**src/rtl/adc_pack_axis.sv**
```systemverilog
// Dual-channel ADC sample packer: decimates A/B sample pairs, packs two pairs
// into one 64-bit word, and streams words through a 2-entry AXI-Stream buffer
// with packet framing (tlast) and a saturating overflow counter.
module adc_pack_axis (
    input  logic        adc_clk_i,
    input  logic        adc_rstn_i,
    input  logic [13:0] adc_a_i,
    input  logic [13:0] adc_b_i,
    input  logic        cfg_enable_i,
    input  logic [15:0] cfg_decim_i,
    input  logic [31:0] cfg_pkt_size_i,
    output logic [63:0] m_axis_tdata_o,
    output logic        m_axis_tvalid_o,
    input  logic        m_axis_tready_i,
    output logic        m_axis_tlast_o,
    output logic [7:0]  m_axis_tkeep_o,
    output logic [31:0] ovf_cnt_o
);

    typedef enum logic [1:0] {
        ST_DIS = 2'd0,
        ST_LO  = 2'd1,
        ST_HI  = 2'd2
    } state_t;

    // Sign-extend a 14-bit two's complement sample to 16 bits.
    function automatic logic [15:0] sext16(input logic [13:0] v);
        return {{2{v[13]}}, v};
    endfunction

    logic [15:0] dec_cnt_r;
    logic [15:0] dec_n_r;
    logic [15:0] n_eff_s;
    logic [15:0] n_sel_s;
    logic        strobe_s;
    state_t      state_r;
    state_t      state_next_s;
    logic        push_s;
    logic [31:0] lo_r;
    logic [31:0] pair_s;
    logic [63:0] word_s;
    logic [31:0] p_eff_s;
    logic [31:0] pk_r;
    logic        tlast_new_s;
    logic [1:0]  cnt_r;
    logic [63:0] d0_r;
    logic [63:0] d1_r;
    logic        l0_r;
    logic        l1_r;
    logic        pop_s;
    logic        full_s;
    logic        accept_s;
    logic        drop_s;
    logic [31:0] ovf_r;

    assign n_eff_s  = (cfg_decim_i == 16'd0) ? 16'd1 : cfg_decim_i;
    // A new decimation period starts at count 0 using the live factor; the
    // factor is then held for the rest of the period so changes apply at wrap.
    assign n_sel_s  = (dec_cnt_r == 16'd0) ? n_eff_s : dec_n_r;
    assign strobe_s = cfg_enable_i && (dec_cnt_r == 16'd0);
    assign pair_s   = {sext16(adc_b_i), sext16(adc_a_i)};
    assign word_s   = {pair_s, lo_r};
    assign p_eff_s  = (cfg_pkt_size_i == 32'd0) ? 32'd1 : cfg_pkt_size_i;
    assign tlast_new_s = (pk_r >= (p_eff_s - 32'd1));

    assign pop_s    = (cnt_r != 2'd0) && m_axis_tready_i;
    assign full_s   = (cnt_r == 2'd2);
    assign accept_s = push_s && (!full_s || pop_s);
    assign drop_s   = push_s && full_s && !pop_s;

    // Decimation counter: 0..N-1 while enabled, parked at 0 while disabled.
    always_ff @(posedge adc_clk_i) begin
        if (!adc_rstn_i) begin
            dec_cnt_r <= 16'd0;
            dec_n_r   <= 16'd1;
        end else if (!cfg_enable_i) begin
            dec_cnt_r <= 16'd0;
            dec_n_r   <= n_eff_s;
        end else begin
            if (dec_cnt_r == 16'd0) begin
                dec_n_r <= n_eff_s;
            end else begin
                dec_n_r <= dec_n_r;
            end
            if (dec_cnt_r >= (n_sel_s - 16'd1)) begin
                dec_cnt_r <= 16'd0;
            end else begin
                dec_cnt_r <= dec_cnt_r + 16'd1;
            end
        end
    end

    // Packer state register.
    always_ff @(posedge adc_clk_i) begin
        if (!adc_rstn_i) begin
            state_r <= ST_DIS;
        end else begin
            state_r <= state_next_s;
        end
    end

    // Packer next state; DIS behaves like LO on the first enabled strobe.
    always_comb begin
        state_next_s = state_r;
        push_s       = 1'b0;
        if (!cfg_enable_i) begin
            state_next_s = ST_DIS;
        end else begin
            case (state_r)
                ST_DIS:  state_next_s = strobe_s ? ST_HI : ST_LO;
                ST_LO:   state_next_s = strobe_s ? ST_HI : ST_LO;
                ST_HI: begin
                    if (strobe_s) begin
                        state_next_s = ST_LO;
                        push_s       = 1'b1;
                    end else begin
                        state_next_s = ST_HI;
                    end
                end
                default: state_next_s = ST_DIS;
            endcase
        end
    end

    // Low-half latch: captures the first pair of each word.
    always_ff @(posedge adc_clk_i) begin
        if (!adc_rstn_i) begin
            lo_r <= 32'd0;
        end else if (strobe_s && (state_r != ST_HI)) begin
            lo_r <= pair_s;
        end else begin
            lo_r <= lo_r;
        end
    end

    // Packet word counter: advances only on accepted words, cleared when disabled.
    always_ff @(posedge adc_clk_i) begin
        if (!adc_rstn_i) begin
            pk_r <= 32'd0;
        end else if (!cfg_enable_i) begin
            pk_r <= 32'd0;
        end else if (accept_s) begin
            pk_r <= tlast_new_s ? 32'd0 : (pk_r + 32'd1);
        end else begin
            pk_r <= pk_r;
        end
    end

    // Two-entry output buffer; entry 0 is the head presented on the stream.
    always_ff @(posedge adc_clk_i) begin
        if (!adc_rstn_i) begin
            cnt_r <= 2'd0;
            d0_r  <= 64'd0;
            d1_r  <= 64'd0;
            l0_r  <= 1'b0;
            l1_r  <= 1'b0;
        end else begin
            case ({accept_s, pop_s})
                2'b11: begin
                    if (cnt_r == 2'd2) begin
                        d0_r <= d1_r;
                        l0_r <= l1_r;
                        d1_r <= word_s;
                        l1_r <= tlast_new_s;
                    end else begin
                        d0_r <= word_s;
                        l0_r <= tlast_new_s;
                    end
                end
                2'b10: begin
                    if (cnt_r == 2'd0) begin
                        d0_r <= word_s;
                        l0_r <= tlast_new_s;
                    end else begin
                        d1_r <= word_s;
                        l1_r <= tlast_new_s;
                    end
                    cnt_r <= cnt_r + 2'd1;
                end
                2'b01: begin
                    d0_r  <= d1_r;
                    l0_r  <= l1_r;
                    cnt_r <= cnt_r - 2'd1;
                end
                default: begin
                    cnt_r <= cnt_r;
                end
            endcase
        end
    end

    // Saturating count of words dropped because the buffer was full.
    always_ff @(posedge adc_clk_i) begin
        if (!adc_rstn_i) begin
            ovf_r <= 32'd0;
        end else if (drop_s && (ovf_r != 32'hFFFF_FFFF)) begin
            ovf_r <= ovf_r + 32'd1;
        end else begin
            ovf_r <= ovf_r;
        end
    end

    assign m_axis_tdata_o  = d0_r;
    assign m_axis_tlast_o  = l0_r;
    assign m_axis_tvalid_o = (cnt_r != 2'd0);
    assign m_axis_tkeep_o  = 8'hFF;
    assign ovf_cnt_o       = ovf_r;

endmodule

```
**config.mk**
```make
export PLATFORM = sky130hd
export DESIGN_NAME = adc_pack_axis
export DESIGN_NICKNAME = d
export VERILOG_FILES = /design/src/rtl/adc_pack_axis.sv
export SDC_FILE = /design/constraint.sdc
export NUM_CORES = 1
export LEC_CHECK = 0
export BUFFER_PORTS_ARGS = -buffer_cell sky130_fd_sc_hd__buf_2
export CAP_MARGIN = 40
export CORE_AREA = 2 2 171 173
export CTS_CLUSTER_DIAMETER = 80
export DETAILED_ROUTE_END_ITERATION = 10
export DIE_AREA = 0 0 173 175
export HOLD_SLACK_MARGIN = 0.12
export PLACE_DENSITY = 0.76
export REMOVE_ABC_BUFFERS = 1
export SLEW_MARGIN = 20
export SYNTH_ARGS = -nofsm -noshare
export SYNTH_HDL_FRONTEND = slang
export SYNTH_SLANG_ARGS = --single-unit
```
**constraint.sdc**
```tcl
create_clock -name adc_clk_i -period 5.5 [get_ports adc_clk_i]
set_clock_uncertainty 0.15 [all_clocks]
set_input_delay 1.1 -clock adc_clk_i [delete_from_list [all_inputs] [get_ports adc_clk_i]]
set_output_delay 1.1 -clock adc_clk_i [all_outputs]
set_load 0.03 [all_outputs]
```
# After elaboration in Yosys (flattened, before gate mapping)
# Cells that the tools add are included.
[op_classes]
add_sub_neg = 7
magnitude_cmp = 2
n_eq_ne = 11
mux = 24
bitwise_logic = 2
reduce_logical = 24
[ops]
columns = ["cell", "count"]
rows = [
  ["64-bit 2-to-1 mux", 4],
  ["64-bit case mux with 3 select lines", 1],
  ["64-bit case mux with 2 select lines", 1],
  ["32-bit by 1-bit adder with 32-bit output (second input constant)", 2],
  ["32-bit 2-to-1 mux", 2],
  ["16-bit 2-to-1 mux", 3],
  ["32-bit greater-or-equal comparator", 1],
  ["16-bit logical NOT", 2],
  ["32-bit logical NOT", 1],
  ["32-bit != test (second input constant)", 1],
  ["32-bit by 1-bit subtractor with 32-bit output (second input constant)", 1],
  ["16-bit by 1-bit adder with 16-bit output (second input constant)", 1],
  ["16-bit greater-or-equal comparator", 1],
  ["16-bit by 1-bit subtractor with 16-bit output (second input constant)", 1],
  ["2-bit == test (second input constant)", 4],
  ["2-bit != test (second input constant)", 4],
  ["2-bit case mux with 2 select lines", 2],
  ["1-bit logical AND", 7],
  ["1-bit 2-to-1 mux", 7],
  ["2-bit nonzero test", 3],
  ["2-bit by 1-bit == test with 1-bit output (second input constant)", 2],
  ["2-bit logical NOT", 2],
  ["2-bit 2-to-1 mux", 2],
  ["2-bit AND reduction", 2],
  ["other kinds (11)", 13],
]
[totals]
ff_bits = 260
inputBits = 80
out_inout_bits = 106
word_cells = 81

# Logic depth before layout (Yosys ltp)
[depth]
ltp_word = 9
depth_mapped = 20
ltp_nobuf = 19

# Least setup slack after synthesis
# Ideal clock, no wire load.
[synth_path]
path_type = "input to register"
from = "input port cfg_pkt_size_i[16]"
to = "register pk_r[6]"
setup_time_ns = 0.070
arrival_time_ns = 5.057
t_required_ns = 5.280
slack_ns = 0.223
path_stages = 20
path_buffers = 1
cell_sequence = "nor4_1 -> and3b_1 -> and3_1 -> a31oi_1 -> ha_1 -> nor4b_1 -> nand2_1 -> nor2b_1 -> nand2_1 -> nor3_1 -> xnor2_1 -> ha_1 -> nand4_1 -> nor2_1 -> a221oi_1 -> o21ai_0 -> a21oi_1 -> clkbuf_1 -> o21ai_0 -> a21oi_1"
[synth_between]
elab_chain_cells = 5
[synth_lines]
columns = ["element", "line_no", "source"]
rows = [
  ["start: declaration", "11", "input logic [31:0] cfg_pkt_size_i,"],
  ["32-bit logical NOT", "63", "assign p_eff_s = (cfg_pkt_size_i == 32'd0) ? 32'd1 : cfg_pkt_size_i;"],
  ["32-bit 2-to-1 mux *", "63", ""],
  ["32-bit by 1-bit subtractor with 32-bit output *", "64", "assign tlast_new_s = (pk_r >= (p_eff_s - 32'd1));"],
  ["32-bit greater-or-equal comparator *", "64", ""],
  ["32-bit 2-to-1 mux *", "143", "pk_r <= tlast_new_s ? 32'd0 : (pk_r + 32'd1);"],
  ["end signal: assignment", "143", ""],
  ["end signal: assignment", "145", "pk_r <= pk_r;"],
  ["end: declaration", "43", "logic [31:0] pk_r;"],
]
# Mark *: on every way between the ends. The rest lies on a longest branch, timed or not.
# A chain may end at the register's enable or synchronous reset.

# Final worst setup path
[layout_path]
from = "input port cfg_pkt_size_i[9]"
to = "register pk_r[8]"
# Same word-level chain as after synthesis.

==> impl_results.md <==
* Outcome: finished, final reports clean
* Top_reg_cell synth: dfxtp_1
* GR Overflow Total at 0
* Minimum clock period at roughly 5 ns
* Vias per cell at 5.304
* Initial core utilization at 44.67%
* Die extent in x at around 170 µm
* Num CTS Buffers at 28
* Final setup viols at 0
* Number of post-CTS setup repair buffers at 0
* Area occupied by multi-input gates at 7417 µm²
* Post-synth ARST share at 0%
* TNS Setup at 0 ns
* Post-DP HPWL at 20.52 mm
* Fin. max-slew vios at 0
* Largest area contributor in the netlist: dfxtp_1
* Fraction of layout cells with a size suffix above 1 at ~16%
* Crit path max fanout at 9
* FF-to-FF path depth at 18
* Sw Share at 25.23%
* Top post-synthesis cells by area: dfxtp_1 38%, nand2_1 10%, a21boi_0 6.0%
* Post-synth EDFFs at 0
* Post-Syn Instances at 1503
* Vias in the first global route at 10490
* # port buffers at ~180
* DRC at 0
* Clock latency on the worst-skew pair at 0.53 ns
* Slew @ Worst Pin at 0.8024 ns
* Worst hold path depth at 2
* # resized after CTS at 0
* Final wirelength at roughly 30 mm
* Critical path class: primary input to flop
* Top-count cell post-synth: nand2_1
* Beginning of the worst hold path: d1_r[56]
* Rows at 62
* Synthesized area at about 13000 µm²
* Reg2Reg Capture Point: dec_cnt_r[6]
* Register share of total power at between 40% and 50%
* I/O pin count at 186
* Hold-fix buffers at CTS at 0
* Synth unique cells at between 60 and 70
* Detailed router's first-iteration violation count at 570
* Largest net degree at the start of global routing at approximately 160
* Global-route wire length before repair at roughly 50 mm
* Wirelength per Cell at 14.59 µm
* Initial antenna violation count at 3
* Synthesized flop and latch total at between 200 and 250
* Endpoints failing hold at 0
* Worst Setup Start Kind: primary input
* Seq/Total Area, Yosys at 38.20%
* Register Area at between 4000 and 5000 µm²
* Vias at between 10000 and 15000
* Die ar. at 30280 µm²
* Share of the synthesized area in the top cell type at between 30% and 40%
* Leakage power at 6.930 nW
* Max VDD drop at approximately 0.23 mV
* Hold Crit Class: flop to flop
* Clock share of power at between 40% and 50%
* Core ar. at between 20000 and 30000 µm²
* DRT antenna net count at 0
* R2R Setup Slk at 1.05 ns
* Detailed Routing Iterations Pass 1 at 5
* Unrepaired setup endpoints after global routing: no
* Highest clock rate at between 0.15 and 0.2 GHz
* Synthesis Warnings at 0
* Internal power at 3.094 mW
* Fillers at around 2600
* Relative slew slack at between 40% and 50%
* Max cap viols at 0
* Leading post-synthesis cells by instance count: 344 x nand2_1, 242 x dfxtp_1, 101 x a21boi_0, 85 x nor2_1, 65 x mux2i_1
* Worst Hold Slack at 0.3118 ns
* GPL Wtd Cong at just over 0.9
* Clk root buf: clkbuf_16
* PwrDens at 278.5 nW/µm²
* CTS tree: done
* Share of total power in combinational logic at 10.8%
* Crit share post-route at roughly nine tenths
* H-tree depth at 1
* Arrival @ worst endpoint at roughly 5.3 ns
* Switching power at between 1 and 1.5 mW
* Area Growth Syn to Fin at 17.16%
* Chip Height at 175 µm
* Fin nets at 1784
* Syn_area_per_cell at around 8.4 µm²
* GRT Util Overall at between 10% and 20%
* Critical path endpoint category: flop
* Sink Count at roughly 240
* Crit path required time at slightly below 6 ns
* FF-to-FF Start: dec_cnt_r[0]
* Worst-path clk slew at 0.06 ns
* Hold endpoint: d1_r[56]
* Clock Tree Buf Depth at 3
kinds of logic after synthesis:
kind of cell             Yosys count  synth area share [%]
XOR/XNOR                         103                 7.113
flip-flops                       242                 38.20
adder cells (fa/ha/maj)           54                 5.327
AND/OR/NAND/NOR                  661                 24.52
AO/OA/AOI/OAI                    268                 15.72
multiplexers                      66                 5.218
buffers and inverters            108                 3.867
other                              1               0.02957
final cells by class:
class / count / area share [%]
antenna: 1 / 0.01684
inverter: 18 / 0.4547
clock inverter: 10 / 0.5725
timing repair buffer: 200 / 7.443
tap: 384 / 3.233
multi-input combinational: 1160 / 49.91
sequential: 242 / 32.60
clock buffer: 40 / 5.767
sequential cells by signal (all words and copies together) (netlist names):
register	cells
l1_r	1
pk_r	32
m_axis_tlast_o	1
dec_n_r	16
lo_r	28
m_axis_tdata_o	56
dec_cnt_r	16
d1_r	56
ovf_cnt_o	32
cnt_r	2
state_r	2
metrics by stage:
step | setup WS [ns] | cell area [µm²] | instances | utilization, % | power [mW]
6_report | 0.4934 | 14860 | 2055 | 52.34 | 4.138
5_1_grt | 0.01861 | 14860 | 2054 | 52.33 | 4.303
4_1_cts | 0.5690 | 14860 | 2054 | 52.33 | 4.191
3_5_place_dp | 0.02513 | 13920 | 2004 | 49.01 | 2.329
3_3_place_gp | 0.1452 | 13890 | 2003 | 48.92 | 2.317
2_1_floorplan | -1.096 | 12290 | 1420 | - | 2.163
critical path, cell delays in order:
cell      delay [ns]
buf_2           0.13
or4_1           0.60
nor4_1          0.26
and3_1          0.27
a31oi_1         0.13
ha_1            0.24
nor4b_1         0.16
nand2_1         0.08
nor2b_1         0.08
buf_4           0.15
nand2_1         0.06
xor2_1          0.20
ha_1            0.28
nand2_1         0.07
o21ai_0         0.10
a221oi_1        0.24
o21ai_0         0.16
a211o_1         0.42
or4_1           0.50
o21ai_1         0.08
cells in the final DEF, fill, tap and decap left out, types with 8 or more instances in the layout:
cell and n:
a211oi_1 9, a21boi_0 101, a21oi_1 32, and2_1 29
and3_1 19, buf_2 176, buf_4 21, clkbuf_16 29
clkbuf_8 9, conb_1 8, dfxtp_1 242, ha_1 54
inv_1 18, mux2i_1 65, nand2_1 344, nand3_1 45
nand4_1 20, nor2_1 84, nor3_1 27, nor4_1 19
o211a_1 58, o21ai_0 29, or3_1 12, or4_1 10
xnor2_1 46, xor2_1 57
layer usage:
layer,wire [µm],up-vias,track usage (%)
met3,1514,48,3.808
met5,24,-,0
met2,14060,228,33.40
li1,-,5491,-
met1,13770,5128,24.93
met4,611,4,4.979
power by group through the flow:
stage               registers (mW)  logic (mW)  clock network, mW
finish                        1.84       0.446               1.85
global route                  1.85       0.492               1.96
CTS                           1.84       0.449               1.90
detailed placement            1.88       0.447                  0
global placement              1.88       0.437                  0
floorplan                     1.94       0.224                  0
worst max-delay path by stage:
| stage | start | to | slack [ns] | cells after the start |
|---|---|---|---|---|
| after global placement | cfg_pkt_size_i[9] | pk_r[12] | 0.15 | 20 |
| final | cfg_pkt_size_i[9] | pk_r[8] | 0.49 | 20 |
| after CTS | cfg_pkt_size_i[9] | pk_r[12] | 0.57 | 20 |
| after detailed placement | cfg_pkt_size_i[9] | pk_r[7] | 0.03 | 20 |
| after floorplan | m_axis_tready_i | m_axis_tdata_o[0] | -1.10 | 4 |
| after global routing | cfg_pkt_size_i[16] | pk_r[7] | 0.02 | 20 |
Power figures use the tool's default switching activity.
